File: config.mk
export PLATFORM = sky130hd
export DESIGN_NAME = rho_prime_reader
export DESIGN_NICKNAME = d
export VERILOG_FILES = /design/src/rtl/expands_pkg.sv /design/src/rtl/rho_skid_buf.sv /design/src/rtl/rho_prime_reader.sv
export SDC_FILE = /design/constraint.sdc
export NUM_CORES = 1
export LEC_CHECK = 0
export BUFFER_PORTS_ARGS = -buffer_cell sky130_fd_sc_hd__buf_2
export CORE_MARGIN = 4
export CORE_UTILIZATION = 60
export DETAILED_ROUTE_END_ITERATION = 8
export GPL_ROUTABILITY_DRIVEN = 0
export PLACE_DENSITY = 0.85
export SLEW_MARGIN = 20
export SYNTH_ARGS = -nofsm -noshare
export SYNTH_HDL_FRONTEND = slang
export SYNTH_SLANG_ARGS = --single-unit
File: constraint.sdc
create_clock -name clk -period 4 [get_ports clk]
set_input_delay 0.2 -clock clk [delete_from_list [all_inputs] [get_ports clk]]
set_output_delay 0.2 -clock clk [all_outputs]
set_load 0.05 [all_outputs]
File: src/rtl/expands_pkg.sv
// rtl/expands_pkg.sv - shared ExpandS constants and reader FSM state type
//
// Constants shared by the ExpandS seed reader:
//   RHO_WORDS   : 64-bit words in the rho' seed
//   RATE_WORDS  : SHAKE256 rate in 64-bit lanes (136 bytes)
//   SHAKE256_DS : domain-separation byte following the message
//   PAD_END     : final padding bit, top byte of the last rate lane
//   IDX_W       : width of the in-block word index
package expands_pkg;

    localparam int RHO_WORDS = 8;
    localparam int RATE_WORDS = 17;
    localparam int IDX_W = 5;
    localparam logic [7:0] SHAKE256_DS = 8'h1F;
    localparam logic [7:0] PAD_END = 8'h80;

    typedef enum logic [1:0] {
        ST_IDLE  = 2'd0,
        ST_READ  = 2'd1,
        ST_TAIL  = 2'd2,
        ST_DRAIN = 2'd3
    } rd_state_t;

endpackage

File: src/rtl/rho_skid_buf.sv
// rtl/rho_skid_buf.sv - 2-entry valid/ready output buffer for absorb words
//
// Holds up to two {word, idx, last} entries. The head entry drives the
// outputs directly from registers, so they stay stable while stalled.
// Ports:
//   clk, reset           : clock, asynchronous active-low reset
//   push, push_*         : unconditional write of one entry (caller
//                          guarantees a free slot)
//   out_word/idx/last    : head entry
//   out_valid, out_ready : downstream handshake
//   free                 : number of empty slots (0..2)
module rho_skid_buf #(
    parameter int DLEN = 64,
    parameter int IW = 5
) (
    input  logic            clk,
    input  logic            reset,
    input  logic            push,
    input  logic [DLEN-1:0] push_word,
    input  logic [IW-1:0]   push_idx,
    input  logic            push_last,
    output logic [DLEN-1:0] out_word,
    output logic [IW-1:0]   out_idx,
    output logic            out_last,
    output logic            out_valid,
    input  logic            out_ready,
    output logic [1:0]      free
);

    localparam int EW = DLEN + IW + 1;

    logic [EW-1:0] in_e;
    logic [EW-1:0] head_q;
    logic [EW-1:0] tail_q;
    logic [1:0]    count_q;
    logic          pop;

    assign in_e = {push_word, push_idx, push_last};
    assign out_valid = (count_q != 2'd0);
    assign pop = out_valid & out_ready;
    assign free = 2'd2 - count_q;
    assign {out_word, out_idx, out_last} = head_q;

    always_ff @(posedge clk or negedge reset) begin
        if (!reset) begin
            head_q  <= '0;
            tail_q  <= '0;
            count_q <= 2'd0;
        end else begin
            case ({push, pop})
                2'b10: begin
                    if (count_q == 2'd0) begin
                        head_q  <= in_e;
                        count_q <= 2'd1;
                    end else if (count_q == 2'd1) begin
                        tail_q  <= in_e;
                        count_q <= 2'd2;
                    end
                end
                2'b01: begin
                    head_q  <= tail_q;
                    count_q <= count_q - 2'd1;
                end
                2'b11: begin
                    // Count is unchanged; the new entry lands behind
                    // whatever remains after the pop.
                    if (count_q == 2'd1) begin
                        head_q <= in_e;
                    end else begin
                        head_q <= tail_q;
                        tail_q <= in_e;
                    end
                end
                default: begin
                end
            endcase
        end
    end

endmodule

File: src/rtl/rho_prime_reader.sv
// rtl/rho_prime_reader.sv - streams rho' seed plus nonce as a SHAKE256 absorb block
//
// Reads the 8-word rho' seed from BRAM, appends the 16-bit ExpandS nonce
// and streams the absorb block word by word over valid/ready.
// Build option RHO_READER_PAD_EN: when defined, the full padded 17-word
// rate block is emitted; otherwise only 9 words (seed + nonce) are sent.
// Ports:
//   clk, reset        : clock, asynchronous active-low reset
//   start, nonce      : block request and row index r (latched on accept)
//   busy, done        : activity flag, one-cycle completion pulse
//   Rho_prime_raddr   : BRAM read address
//   Rho_prime_dout    : BRAM data, one cycle after the address
//   blk_word/idx/last : absorb word, its index, final-word marker
//   blk_valid/ready   : absorb handshake
module rho_prime_reader
    import expands_pkg::*;
#(
    parameter int DLEN = 64,
    parameter int HLEN = 3
) (
    input  logic            clk,
    input  logic            reset,
    input  logic            start,
    input  logic [15:0]     nonce,
    output logic            busy,
    output logic            done,
    output logic [HLEN-1:0] Rho_prime_raddr,
    input  logic [DLEN-1:0] Rho_prime_dout,
    output logic [DLEN-1:0] blk_word,
    output logic [4:0]      blk_idx,
    output logic            blk_valid,
    input  logic            blk_ready,
    output logic            blk_last
);

    localparam int SEED_WORDS = 1 << HLEN;
`ifdef RHO_READER_PAD_EN
    localparam int BLK_WORDS = RATE_WORDS;
`else
    localparam int BLK_WORDS = SEED_WORDS + 1;
`endif
    localparam logic [4:0] SEED_LAST = 5'(SEED_WORDS - 1);
    localparam logic [4:0] NONCE_IDX = 5'(SEED_WORDS);
    localparam logic [4:0] LAST_IDX  = 5'(BLK_WORDS - 1);

    rd_state_t       state_q;
    rd_state_t       state_d;
    logic [4:0]      issue_idx_q;
    logic            inflight_q;
    logic [4:0]      inflight_idx_q;
    logic [15:0]     nonce_q;
    logic            done_q;

    logic            accept;
    logic            issue;
    logic            done_d;
    logic            pop;
    logic            final_hs;
    logic            can_issue;
    logic [1:0]      free;
    logic [2:0]      avail;
    logic [DLEN-1:0] synth_word;
    logic [DLEN-1:0] push_word;
    logic            push_last;

    assign busy = (state_q != ST_IDLE);
    assign done = done_q;
    assign Rho_prime_raddr = issue_idx_q[HLEN-1:0];

    assign pop = blk_valid & blk_ready;
    assign final_hs = pop & blk_last;

    // A slot freed by this cycle's handshake is usable by this cycle's
    // issue; without it the pipeline would only sustain half rate.
    // Buffered words plus the one in-flight read never exceed two.
    assign avail = {1'b0, free} + {2'b00, pop};
    assign can_issue = (avail > {2'b00, inflight_q});

    always_ff @(posedge clk or negedge reset) begin
        if (!reset) begin
            state_q <= ST_IDLE;
        end else begin
            state_q <= state_d;
        end
    end

    always_comb begin
        state_d = state_q;
        accept  = 1'b0;
        issue   = 1'b0;
        done_d  = 1'b0;
        case (state_q)
            ST_IDLE: begin
                // done_q blocks a start arriving in the completion cycle.
                if (start && !done_q) begin
                    accept  = 1'b1;
                    state_d = ST_READ;
                end
            end
            ST_READ: begin
                if (can_issue) begin
                    issue = 1'b1;
                    if (issue_idx_q == SEED_LAST) begin
                        state_d = ST_TAIL;
                    end
                end
            end
            ST_TAIL: begin
                if (can_issue) begin
                    issue = 1'b1;
                    if (issue_idx_q == LAST_IDX) begin
                        state_d = ST_DRAIN;
                    end
                end
            end
            ST_DRAIN: begin
                if (final_hs) begin
                    done_d  = 1'b1;
                    state_d = ST_IDLE;
                end
            end
            default: begin
                state_d = ST_IDLE;
            end
        endcase
    end

    always_ff @(posedge clk or negedge reset) begin
        if (!reset) begin
            issue_idx_q    <= '0;
            inflight_q     <= 1'b0;
            inflight_idx_q <= '0;
            nonce_q        <= '0;
            done_q         <= 1'b0;
        end else begin
            done_q     <= done_d;
            inflight_q <= issue;
            if (issue) begin
                inflight_idx_q <= issue_idx_q;
            end
            if (accept) begin
                nonce_q     <= nonce;
                issue_idx_q <= '0;
            end else if (issue) begin
                issue_idx_q <= issue_idx_q + 5'd1;
            end else if (done_d) begin
                issue_idx_q <= '0;
            end
        end
    end

    // Words past the seed are generated here and share the capture stage
    // with BRAM data, so they obey the same slot accounting.
    always_comb begin
        synth_word = '0;
        if (inflight_idx_q == NONCE_IDX) begin
            synth_word[15:0] = nonce_q;
`ifdef RHO_READER_PAD_EN
            synth_word[23:16] = SHAKE256_DS;
`endif
        end
`ifdef RHO_READER_PAD_EN
        if (inflight_idx_q == LAST_IDX) begin
            synth_word[DLEN-1 -: 8] = PAD_END;
        end
`endif
    end

    assign push_word = (inflight_idx_q < NONCE_IDX) ? Rho_prime_dout : synth_word;
    assign push_last = (inflight_idx_q == LAST_IDX);

    rho_skid_buf #(
        .DLEN(DLEN),
        .IW  (5)
    ) u_skid (
        .clk       (clk),
        .reset     (reset),
        .push      (inflight_q),
        .push_word (push_word),
        .push_idx  (inflight_idx_q),
        .push_last (push_last),
        .out_word  (blk_word),
        .out_idx   (blk_idx),
        .out_last  (blk_last),
        .out_valid (blk_valid),
        .out_ready (blk_ready),
        .free      (free)
    );

endmodule

Word-level counts from Yosys, hierarchy flattened
Index checks and enable logic that the tools add are counted.
Operators by class
  reductions and logical operators: 15
  multipliers: 0
  add/subtract/negate cells: 4
  bitwise gates (word level): 2
  equal/unequal tests: 20
  shifts and indexed selects: 0
  $lt $le $gt $ge: 2
  div/mod/pow operators: 0
  muxes and demuxes: 27
Operators by type and width (number)
  2-to-1 mux 70 bit: 4
  one-hot mux 70 bit (3 select lines): 1
  one-hot mux 70 bit (2 select lines): 1
  2-to-1 mux 64 bit: 1
  2-to-1 mux 16 bit: 1
  2-to-1 mux 2 bit: 8
  != test 2 bit, second input constant: 8
  2-to-1 mux 5 bit: 3
  equality test 5 x 4 -> 1 bit, second input constant: 2
  equality test 2 bit, second input constant: 4
  one-hot mux 2 bit (4 select lines): 1
  nonzero test 2 bit: 4
  equality test 2 x 1 -> 1 bit, second input constant: 3
  2-to-1 mux 1 bit: 6
  AND reduction 6 bit: 1
  nonzero test 3 bit: 2
  adder 5 x 1 -> 5 bit, second input constant: 1
  equality test 5 x 3 -> 1 bit, second input constant: 1
  less-than comparator 5 x 4 -> 1 bit, second input constant: 1
  zero test 2 bit: 2
  one-hot mux 2 bit (2 select lines): 1
  AND reduction 2 bit: 2
  adder 2 x 1 -> 3 bit: 1
  > comparator 3 x 1 -> 1 bit: 1
  other kinds (9): 10
Word-level totals
  word-level logic and storage cells: 79
  memory bits (read-only): 0
  memories kept: 0
  bits in writable memories: 0
  flip-flop bits (word level): 172
  input bits: 84
  output and inout port bits: 76
  latch bits: 0

Longest topological paths before layout
Gate-level depths: netlist (run 1).
  word-level depth: 8
  depth in mapped cells: 10
  gate-level depth less buffers: 10

Cells and area by module
A second synthesis (run 1) with hierarchy kept.
Unflattened totals
  cell total of the unflattened synthesis: 838
  area total of the unflattened synthesis: 9213.8 um2
By module, submodules not included
  rho_skid_buf: area each 7293.2 um2, times used 1, cells each 654
  rho_prime_reader: area each 1920.6 um2, times used 1, cells each 184

Worst setup path before layout (run 1)
OpenSTA, ideal clock, no wires.
  path type: register -> register
  start: reg u_skid.count_q[0]
  end: reg state_q[1]
  arrival time: 2.445 ns
  path slack: 1.430 ns
  required time: 3.875 ns
  stages on the path, launching flop included: 11
  clock period less this slack: 2.570 ns
  cell sequence: dfrtp_1 inv_1 ha_1 nor2b_2 ha_1 inv_1 ha_1 or3b_1 a21oi_1 a2111oi_4 mux2_4
Between the ends
  cells in the longest elaborated chain, start to end: 6
RTL lines
  start, declared: line rho_skid_buf.sv:35  | logic [1:0] count_q;
  start signal, assigned: line rho_skid_buf.sv:62  | count_q <= count_q - 2'd1;
  branches (longest 5 deep; another with adder 2 x 1 -> 3 bit)
  AND reduction 6 bit (no line) (*)
  end signal, assigned: line rho_prime_reader.sv:83  | state_q <= state_d;
  end, declared: line rho_prime_reader.sv:46  | rd_state_t state_q;
Mark *: on every way between the ends.
A chain may end at the register's enable or synchronous reset.

Worst setup path in the final report (run 1)
  start: reg u_skid.count_q[0]
  end: reg u_skid.tail_q[55]
Between the ends
  cells in the longest elaborated chain, start to end: 5
RTL lines
  nonzero test 2 bit: line rho_skid_buf.sv:39  | assign out_valid = (count_q != 2'd0);
  AND 1 bit: line rho_skid_buf.sv:40  | assign pop = out_valid & out_ready;
  equality test 2 bit: line rho_skid_buf.sv:50  | case ({push, pop})
  != test 2 bit (no line) or nonzero test 2 bit (tied branches)
  AND reduction 3 bit (no line)
  end signal, assigned: line rho_skid_buf.sv:56  | tail_q <= in_e;
  end signal, assigned: line rho_skid_buf.sv:71  | tail_q <= in_e;
  end, declared: line rho_skid_buf.sv:34  | logic [EW-1:0] tail_q;
Parallel ways exist; a longest one is shown, timed or not. The select of a mux whose other input is x is not followed.

==> run_results.csv, run 1 <==
group,metric,value,unit
power,cellPowerDensity,984,nW/um^2
hold_path,hold_depth,3,
synth,async_flop_share,100,%
synth,synth_nets,944,
timing,clock_skew,0.0102,ns
worst_setup_path,cp_slowest_cell,"buf_4",
synth,ys_seq_area_share,47.4,%
worst_setup_path,crit_required,4.31,ns
synth,synth_mux_area_share,16.0,%
floorplanning,die_h,131,um
clock_network,ctsResizeCount,0,
timing,min_period_over_period,78.5,%
worst_setup_path,rrSetupSlack,0.86,ns
cells_and_area,seq_area,4310,sq um
floorplanning,std_cell_rows,44,
timing,grt_setup_unrepaired,"no",
synth,synth_edf_count,0,
global_route,grt_pass1_vias,6971,
cells_and_area,nets,1083,
clock_network,cts.reportedPaths.clkPinSlew,0.07,ns
synth,synthFlopType,"dfrtp_1",
synth,yosysWarnings,0,
global_route,grt_util_all_layers,26.3,%
synth,avgSynthCellArea,10.7,sq um
hold_path,hold_path_end,"u_skid.head_q[21]",
route,drc,0,
route,drt-pass1-iter-count,5,
flow_run,cap_viol_max_count,0,
synth,yosys.area_share.simple,13.5,%
floorplanning,io_pins,160,
clock_network,clk_path_buf_depth,2,
timing,fin_tns_setup,0,ns
clock_network,cts_buffers,17,
worst_setup_path,slowest_delay,0.52,ns
timing,worst_hold_slack,0.153,ns
route,dr.first_iter.drc_count,598,
synth,synthXorXnorAreaFrac,0.0965,%
route,via_per_inst,6.17,
status,status,"completed",
cells_and_area,areaGrowthSynthToFinish,17.7,%
cells_and_area,layout.filler_cells,988,
worst_setup_path,start_kind,"flip-flop",
place,io_buffers,159,
clock_network,cts_root_buf,"clkbuf_16",
clock_network,cts_tree,"yes",
clock_network,clock_latency,0.43,ns
cells_and_area,antennaDiodeCount,0,
global_route,grt_pass1_wl,35.5,mm
power,p_leak,4.77,nW
worst_setup_path,crit_path_end_kind,"flip-flop",
power,peakVddDrop,0.676,mV
route,postRouteAntennaNets,0,
timing,hold_viol,0,
timing,setup_viol,0,
hold_path,worstHoldStart,"Rho_prime_dout[15]",
synth,ys_types,53,
route,routedWlPerCell,19.2,um
synth,synth.cell_area,9080,sq um
worst_setup_path,r2r_end,"u_skid.tail_q[55]",
clock_network,cts_sinks,172,
worst_setup_path,criticalPathCategory,"flip-flop to flip-flop",
floorplanning,core_area,14700,sq um
global_route,antenna_found_initial,0,
floorplanning,die_area,17200,sq um
timing,worstMarginPinSlew,0.964,ns
cells_and_area,multi_input_area,4370,sq um
worst_setup_path,cp.arrival,3.45,ns
hold_path,hp-class,"primary input to flip-flop",
worst_setup_path,crit_fanout,45,
clock_network,cts_setup_buffers,0,
place,dpl.hpwl,13.8,mm
synth,synth_top_family_by_area,"multiplexers",
clock_network,cts.htree.levels,4,
floorplanning,start_util,61.8,%
global_route,grt_overflow_total,0,
synth,yosys.area_share.adder,2.07,%
synth,synth_compound_area_share,16.0,%
floorplanning,dieWidth,131,um
route,vias,7279,
synth,ys_ff_latch,172,
timing,slew_violations,0,
worst_setup_path,r2r_start,"u_skid.count_q[0]",
clock_network,cts_hold_buf,17,
route,drt_wl_total,22.6,mm
timing,relSlewSlack,34.4,%
synth,netlist_instances,845,
timing,fmax,318,MHz
power,power,10.5,mW
worst_setup_path,cp_cell_sequence,"inv_1, ha_1, nor2b_2, ha_2, o21ai_1, a21oi_4, buf_4, mux2_2",
global_route,grt_max_degree,113,
worst_setup_path,r2r.worst_path.cells,8,
cells_and_area,drive_gt1_share,35.7,%
timing,min_period,3.14,ns
-- final cells by class --
class	instances	area share [%]
Tap cell	184	2.16
Clock inverter	10	1.29
Clock buffer	21	4.40
Multi-Input combinational cell	587	40.9
Inverter	16	0.562
Sequential cell	172	40.3
Timing Repair Buffer	190	10.3
-- synthesized netlist by cell type (2+ instances only) --
library cell / count / share of area (%)
ha_1: 15 / 2.1
nand2b_1: 3 / 0.21
o21ai_1: 2 / 0.11
nand3_1: 4 / 0.22
a31oi_1: 6 / 0.41
o21ai_0: 7 / 0.39
a32o_1: 16 / 1.8
and2_1: 3 / 0.21
inv_1: 15 / 0.62
o211ai_1: 15 / 1.2
a21oi_1: 53 / 2.9
a221oi_1: 32 / 3.1
nand2_1: 127 / 5.3
nor3b_1: 48 / 4.0
clkbuf_1: 21 / 0.87
buf_1: 2 / 0.083
buf_2: 34 / 1.9
nor2_1: 63 / 2.6
mux2_1: 8 / 0.99
mux2i_1: 3 / 0.33
a221oi_2: 16 / 2.6
buf_4: 5 / 0.41
nor2_2: 2 / 0.14
mux2_2: 117 / 15
buf_6: 8 / 0.99
dfrtp_1: 172 / 47
a22oi_1: 22 / 1.8
-- layer usage --
metal | track usage (%) | part of all wire (%) | up-vias | wire [um]
li1 | - | - | 3348 | -
met1 | 36.5 | 43 | 3600 | 9710
met2 | 42.3 | 49 | 306 | 11000
met3 | 5.41 | 7.1 | 25 | 1610
met4 | 7.26 | 1.2 | 0 | 281
met5 | 0 | 0 | - | 0
-- power breakdown --
group | switching, mW | total (mW) | internal, mW | leakage, nW
combinational | 3.58 | 5.54 | 1.96 | 2.41
sequential | 0.632 | 3.25 | 2.62 | 2.06
clock | 0.680 | 1.71 | 1.03 | 0.295
total | 4.89 | 10.5 | 5.62 | 4.77
-- stage by stage --
stage | util [%] | setup slack, ns | std cells | area, sq um
floorplan | - | 1.43 | 845 | 9080
global placement | 67.3 | 1.05 | 1132 | 9890
detailed placement | 67.4 | 0.876 | 1132 | 9900
CTS | 72.7 | 0.862 | 1180 | 10700
global route | 72.7 | 0.695 | 1180 | 10700
finish | 72.7 | 0.858 | 1180 | 10700
-- registers in the layout (all words and copies together), names as in the netlist, 2 cells and up --
register,cells
inflight_idx_q,5
u_skid.count_q,2
issue_idx_q,5
u_skid.tail_q,70
nonce_q,16
u_skid.head_q,70
state_q,2
-- placed cells by master, fill, tap and decap left out, types with 4 or more instances in the layout --
| cell type | count |
|---|---|
| a221oi_2 | 16 |
| nor2_1 | 63 |
| a32o_1 | 16 |
| buf_4 | 12 |
| a21oi_1 | 53 |
| nand3_1 | 4 |
| nor3b_1 | 48 |
| mux2_1 | 8 |
| dlygate4sd3_1 | 17 |
| inv_1 | 15 |
| dfrtp_1 | 170 |
| nand2_1 | 127 |
| o211ai_1 | 15 |
| mux2_2 | 117 |
| ha_1 | 12 |
| a22oi_1 | 22 |
| o21ai_0 | 7 |
| buf_2 | 158 |
| clkbuf_16 | 17 |
| a221oi_1 | 32 |
| clkbuf_8 | 4 |
| a31oi_1 | 6 |
-- worst max-delay path, delay by kind of cell, from the launching register on --
kind            cells  cell delay [ns]
flops               1             0.45
compound gates      2             0.40
mux                 1             0.41
simple gates        1             0.27
buf+inv             2             0.61
fa+ha+maj           2             0.83
-- worst max path at each step --
stage / startpoint / endpoint / slack [ns]
after detailed placement: u_skid.count_q[0] / u_skid.tail_q[59] / 0.88
after global routing: u_skid.count_q[0] / u_skid.tail_q[56] / 0.70
final: u_skid.count_q[0] / u_skid.tail_q[55] / 0.86
after floorplan: u_skid.count_q[0] / state_q[1] / 1.43
after global placement: u_skid.count_q[0] / u_skid.tail_q[44] / 1.05
after CTS: u_skid.count_q[0] / u_skid.tail_q[55] / 0.86
-- logic make-up after synthesis --
| group | Yosys count |
|---|---|
| multiplexers | 129 |
| AO/OA/AOI/OAI | 182 |
| flip-flops | 172 |
| XOR/XNOR | 1 |
| adder cells (fa/ha/maj) | 15 |
| AND/OR/NAND/NOR | 260 |
| buffers and inverters | 86 |
Power figures use the tool's default switching activity.
==> inputs of run 2 (changes only) <==
--- a/config.mk
+++ b/config.mk
@@ -7,10 +7,10 @@
 export LEC_CHECK = 0
 export BUFFER_PORTS_ARGS = -buffer_cell sky130_fd_sc_hd__buf_2
 export CORE_MARGIN = 4
-export CORE_UTILIZATION = 60
+export CORE_UTILIZATION = 57
 export DETAILED_ROUTE_END_ITERATION = 8
 export GPL_ROUTABILITY_DRIVEN = 0
-export PLACE_DENSITY = 0.85
+export PLACE_DENSITY = 0.81
 export SLEW_MARGIN = 20
 export SYNTH_ARGS = -nofsm -noshare
 export SYNTH_HDL_FRONTEND = slang
==> constraint.sdc (replaced) <==
create_clock -name clk -period 2.9 [get_ports clk]
set_input_delay 0.145 -clock clk [delete_from_list [all_inputs] [get_ports clk]]
set_output_delay 0.145 -clock clk [all_outputs]
set_load 0.05 [all_outputs]
==> run 2 against run 1 <==
Net effect: clock skew is essentially flat; count of clock-buffer cells in the layout decreased by 4; first-iteration DRC count up 4.8%; critical path type unchanged; largest power group unchanged.
==> run_results.csv, run 2 (synthesis results as in run 1) <==
group,metric,value,unit
route,routedWlPerCell,18.4,um
floorplanning,dieWidth,134,um
hold_path,hp-class,"primary input to flip-flop",
power,p_leak,4.86,nW
cells_and_area,top_regs,"u_skid.head_q (70), u_skid.tail_q (70), nonce_q (16)",
timing,min_period_over_period,95.6,%
power,cellPowerDensity,1350,nW/um^2
global_route,grt_overflow_total,0,
cells_and_area,nets,1097,
global_route,grtUsageMet1,34.9,%
clock_network,ctsResizeCount,0,
power,peakVddDrop,0.984,mV
timing,clock_skew,0.0100,ns
clock_network,cts_root_buf,"clkbuf_16",
route,via_per_inst,5.88,
cells_and_area,layout.filler_cells,1149,
timing,grt_setup_unrepaired,"no",
clock_network,clk_path_buf_depth,2,
worst_setup_path,cp.arrival,3.06,ns
global_route,grt_util_all_layers,25.0,%
global_route,grt.busiest_layer,"met2",
route,drc,0,
worst_setup_path,start_kind,"flip-flop",
clock_network,cts.htree.levels,4,
clock_network,cts.reportedPaths.clkPinSlew,0.07,ns
global_route,antenna_found_initial,0,
status,status,"completed",
global_route,met2_usage,40.9,%
power,swShare,46.0,%
flow_run,cap_viol_max_count,0,
timing,worstMarginPinSlew,1.05,ns
power,pwr-share-clk,17.2,%
timing,worst_hold_slack,0.0911,ns
place,io_buffers,159,
power,seq_power_share,30.7,%
route,postRouteAntennaNets,0,
timing,slew_violations,0,
worst_setup_path,r2r.worst_path.cells,9,
place,dpl.hpwl,14.2,mm
floorplanning,core_area,15400,sq um
worst_setup_path,crit_required,3.19,ns
floorplanning,start_util,58.8,%
timing,hold_viol,0,
hold_path,hold_depth,3,
global_route,grt_pass1_vias,7320,
timing,fmax,361,MHz
floorplanning,die_h,134,um
timing,setup_viol,0,
cells_and_area,areaGrowthSynthToFinish,19.8,%
worst_setup_path,crit_path_end_kind,"flip-flop",
clock_network,cts_tree,"yes",
cells_and_area,drive_gt1_share,36.8,%
clock_network,clock_latency,0.42,ns
timing,relSlewSlack,29.9,%
cells_and_area,mostFrequentLayoutCells,"170 x dfrtp_1, 158 x buf_2, 127 x nand2_1, 117 x mux2_2, 63 x nor2_1",
route,drt_wl_total,22.4,mm
global_route,gr-usage-met3,4.69,%
power,p_int,7.95,mW
floorplanning,std_cell_rows,45,
route,vias,7185,
timing,fin_tns_setup,0,ns
global_route,grt_max_degree,78,
cells_and_area,final_common_cell,"dfrtp_1",
floorplanning,io_pins,160,
cells_and_area,antennaDiodeCount,0,
floorplanning,die_area,18000,sq um
clock_network,cts_setup_buffers,0,
clock_network,cts_sinks,172,
power,p_switching,6.77,mW
power,power.combinational.fraction,52.1,%
worst_setup_path,criticalPathCategory,"flip-flop to flip-flop",
timing,min_period,2.77,ns
route,dr.first_iter.drc_count,627,
route,drt-pass1-iter-count,5,
clock_network,cts_buffers,17,
global_route,grt_pass1_wl,36.8,mm
worst_setup_path,crit_fanout,45,
[run 2: changes by cell type in the layout (fill, tap and decap cells not counted), sizes merged]
cell	delta
bufinv	+2
clkinvlp	+1
clkbuf	-5
buf	+15
clkinv	-1
inv	+3
[run 2: final cells by class]
type	instances	area [sq um]	share of cell area, %
clock buffer	17	425	3.91
clock inverter	15	234	2.15
inverter	16	60.1	0.552
multi-input combinational	587	4370	40.1
sequential	172	4310	39.6
tap	211	264	2.43
timing repair buffer	204	1220	11.2
[run 2: path summary, 6_finish.rpt]
check	start	end	slack, ns
min	Rho_prime_dout[15]	u_skid.head_q[21]	0.09
min reg2reg	u_skid.head_q[22]	u_skid.head_q[22]	0.48
max reg2reg	u_skid.count_q[0]	u_skid.count_q[0]	0.13
max	u_skid.count_q[0]	u_skid.count_q[0]	0.13
min in group asynchronous	reset	u_skid.head_q[42]	0.31
max in group asynchronous	reset	u_skid.head_q[57]	1.71
[run 2: per-stage QoR]
step | setup WS (ns) | area, sq um | instances | power, mW | util [%]
final | 0.127 | 10900 | 1222 | 14.7 | 70.5
after global routing | 0.0238 | 10900 | 1222 | 15.6 | 70.5
after CTS | 0.160 | 10900 | 1222 | 14.7 | 70.5
after detailed placement | 0.186 | 10000 | 1173 | 12.1 | 65.1
after global placement | 0.285 | 10000 | 1173 | 11.9 | 65.1
after floorplan | 0.330 | 9080 | 845 | 10.4 | -
[run 2: what timing repair did]
item | CTS | global route
hold endpoints to repair | 89 | 0
setup endpoints to repair | 0 | 0
hold buffers | 17 | 0
[run 2: critical path: stages (launching register included)]
cell,delay [ns]
dfrtp_1,0.44
inv_1,0.08
ha_1,0.22
nor2b_2,0.27
ha_2,0.27
buf_4,0.22
buf_4,0.55
mux2i_1,0.19
a22oi_1,0.26
o21ai_0,0.13
[run 2: routing by layer]
layer	up-vias	share of wire, %
met4	0	0.74
met3	12	5.8
met1	3578	45
met5	-	0
li1	3371	-
met2	224	49
[run 2: power groups by stage]
stage | Clock (mW) | Sequential (mW) | Combinational, mW
finish | 2.54 | 4.51 | 7.67
global placement | 0 | 4.46 | 7.44
CTS | 2.56 | 4.50 | 7.68
detailed placement | 0 | 4.52 | 7.59
floorplan | 0 | 6.01 | 4.36
global route | 2.67 | 4.66 | 8.26
==> inputs of run 3 (changes only) <==
--- a/config.mk
+++ b/config.mk
@@ -5,12 +5,14 @@
 export SDC_FILE = /design/constraint.sdc
 export NUM_CORES = 1
 export LEC_CHECK = 0
+export ABC_CLOCK_PERIOD_IN_PS = 2900
 export BUFFER_PORTS_ARGS = -buffer_cell sky130_fd_sc_hd__buf_2
 export CORE_MARGIN = 4
 export CORE_UTILIZATION = 57
 export DETAILED_ROUTE_END_ITERATION = 8
 export GPL_ROUTABILITY_DRIVEN = 0
 export PLACE_DENSITY = 0.81
+export REMOVE_ABC_BUFFERS = 1
 export SLEW_MARGIN = 20
 export SYNTH_ARGS = -nofsm -noshare
 export SYNTH_HDL_FRONTEND = slang
==> run 3 against run 2 <==
Net effect: wire length down 0.36%; register-to-register slack better by 0.02 ns; sequential share of layout area hardly changed; largest power group unchanged; critical endpoint is now state_q[1]; die area unchanged; critical path type unchanged.
==> run_results.csv, run 3 (synthesis results as in run 1) <==
group,metric,value,unit
status,status,"completed",
place,placed_cell_area,10100,sq um
route,dr.first_iter.drc_count,467,
power,peakVddDrop,0.829,mV
global_route,grt_max_degree,82,
floorplanning,std_cell_rows,45,
timing,hold_viol,0,
global_route,grt_overflow_total,0,
global_route,grt_util_all_layers,25.0,%
timing,fmax,364,MHz
floorplanning,die_area,18000,sq um
global_route,grt_pass1_wl,36.5,mm
timing,worstMarginPinSlew,0.764,ns
timing,fin_ws,0.150,ns
timing,min_period,2.75,ns
clock_network,cts_hold_buf,17,
floorplanning,io_pins,160,
timing,grt_setup_unrepaired,"no",
worst_setup_path,crit_fanout,5,
timing,min_period_over_period,94.8,%
floorplanning,start_util,58.8,%
route,drt_wl_total,22.4,mm
power,cellPowerDensity,1350,nW/um^2
cells_and_area,layout.filler_cells,1183,
timing,relSlewSlack,49.0,%
floorplanning,dieWidth,134,um
route,drt-pass1-iter-count,5,
cells_and_area,mostFrequentLayoutCells,"170 x dfrtp_1, 158 x buf_2, 127 x nand2_1, 117 x mux2_2, 63 x nor2_1",
route,drc,0,
clock_network,cts_setup_buffers,0,
worst_setup_path,start_kind,"flip-flop",
clock_network,cts_buffers,17,
route,via_per_inst,5.93,
place,io_buffers,159,
cells_and_area,seq_area,4310,sq um
worst_setup_path,crit_required,3.21,ns
cells_and_area,fin_util,70.5,%
cells_and_area,areaGrowthSynthToFinish,19.8,%
clock_network,cts_root_buf,"clkbuf_16",
timing,clock_skew,0.00901,ns
hold_path,hp-class,"primary input to flip-flop",
worst_setup_path,crit_path_end_kind,"flip-flop",
clock_network,cts_tree,"yes",
route,routedWlPerCell,18.3,um
route,vias,7240,
global_route,grt_pass1_vias,7259,
global_route,antenna_found_initial,0,
place,place_ws,0.202,ns
cells_and_area,multi_input_area,4370,sq um
floorplanning,die_h,134,um
flow_run,cap_viol_max_count,0,
clock_network,clk_path_buf_depth,2,
timing,slew_violations,0,
cells_and_area,nets,1095,
cells_and_area,fin_area,10900,sq um
clock_network,cts.htree.levels,4,
cells_and_area,top_regs,"u_skid.head_q (70), u_skid.tail_q (70), nonce_q (16)",
timing,setup_viol,0,
cells_and_area,final_common_cell,"dfrtp_1",
clock_network,cts.reportedPaths.clkPinSlew,0.06,ns
place,dpl.hpwl,14.2,mm
power,p_leak,4.86,nW
clock_network,cts_sinks,172,
clock_network,clock_latency,0.43,ns
route,postRouteAntennaNets,0,
cells_and_area,drive_gt1_share,36.6,%
clock_network,ctsResizeCount,0,
worst_setup_path,criticalPathCategory,"flip-flop to flip-flop",
floorplanning,core_area,15400,sq um
worst_setup_path,cp.arrival,3.06,ns
==> run 3: final timing paths <==
check / start / end / slack [ns] / depth (start not counted)
setup / recovery: u_skid.count_q[0] / state_q[1] / 0.15 / 10
hold / removal: Rho_prime_dout[15] / u_skid.tail_q[21] / 0.09 / 3
setup reg to reg: u_skid.count_q[0] / state_q[1] / 0.15 / 10
hold reg to reg: nonce_q[2] / nonce_q[2] / 0.48 / 2
max in group asynchronous: reset / u_skid.tail_q[36] / 1.75 / 3
min in group asynchronous: reset / u_skid.head_q[44] / 0.32 / 2
==> run 3: through the flow <==
step           hold slack (ns)  cells  total power, mW  TNS, ns
2_1_floorplan           -0.151    775             10.1  -181.27
3_3_place_gp             0.251   1171             12.0        0
3_5_place_dp             0.244   1171             12.2        0
4_1_cts                 0.0821   1219             14.7        0
5_1_grt                  0.121   1219             15.5        0
6_report                0.0929   1220             14.7        0
==> run 3: report_power, final <==
group	switching, mW	leakage, nW	internal, mW	total, mW
Sequential	0.838	2.06	3.62	4.45
Clock	0.925	0.308	1.50	2.43
Combinational	4.95	2.49	2.84	7.79
Total	6.71	4.86	7.96	14.7
==> run 3: final cells by class <==
class                           count  share of cell area (%)
Antenna cell                        1                  0.0230
Clock buffer                       20                    4.29
Clock inverter                     11                    1.51
Inverter                           16                   0.552
Multi-Input combinational cell    587                    40.2
Sequential cell                   172                    39.6
Tap cell                          211                    2.43
Timing Repair Buffer              202                    11.4
==> run 3: layer usage <==
metal / track usage, % / vias up / part of all wire [%]
met2: 40.2 / 258 / 47
met5: 0 / - / 0
met4: 7.47 / 0 / 1.3
met1: 34.7 / 3596 / 45
li1: - / 3354 / -
met3: 5.06 / 32 / 6.6
==> run 3: critical path: stages (launching register included) <==
cell	delay, ns
dfrtp_1	0.43
inv_1	0.08
ha_1	0.23
nor2b_2	0.23
ha_1	0.28
inv_1	0.06
ha_1	0.22
or3b_1	0.26
a21oi_1	0.13
a2111oi_4	0.39
mux2_4	0.33
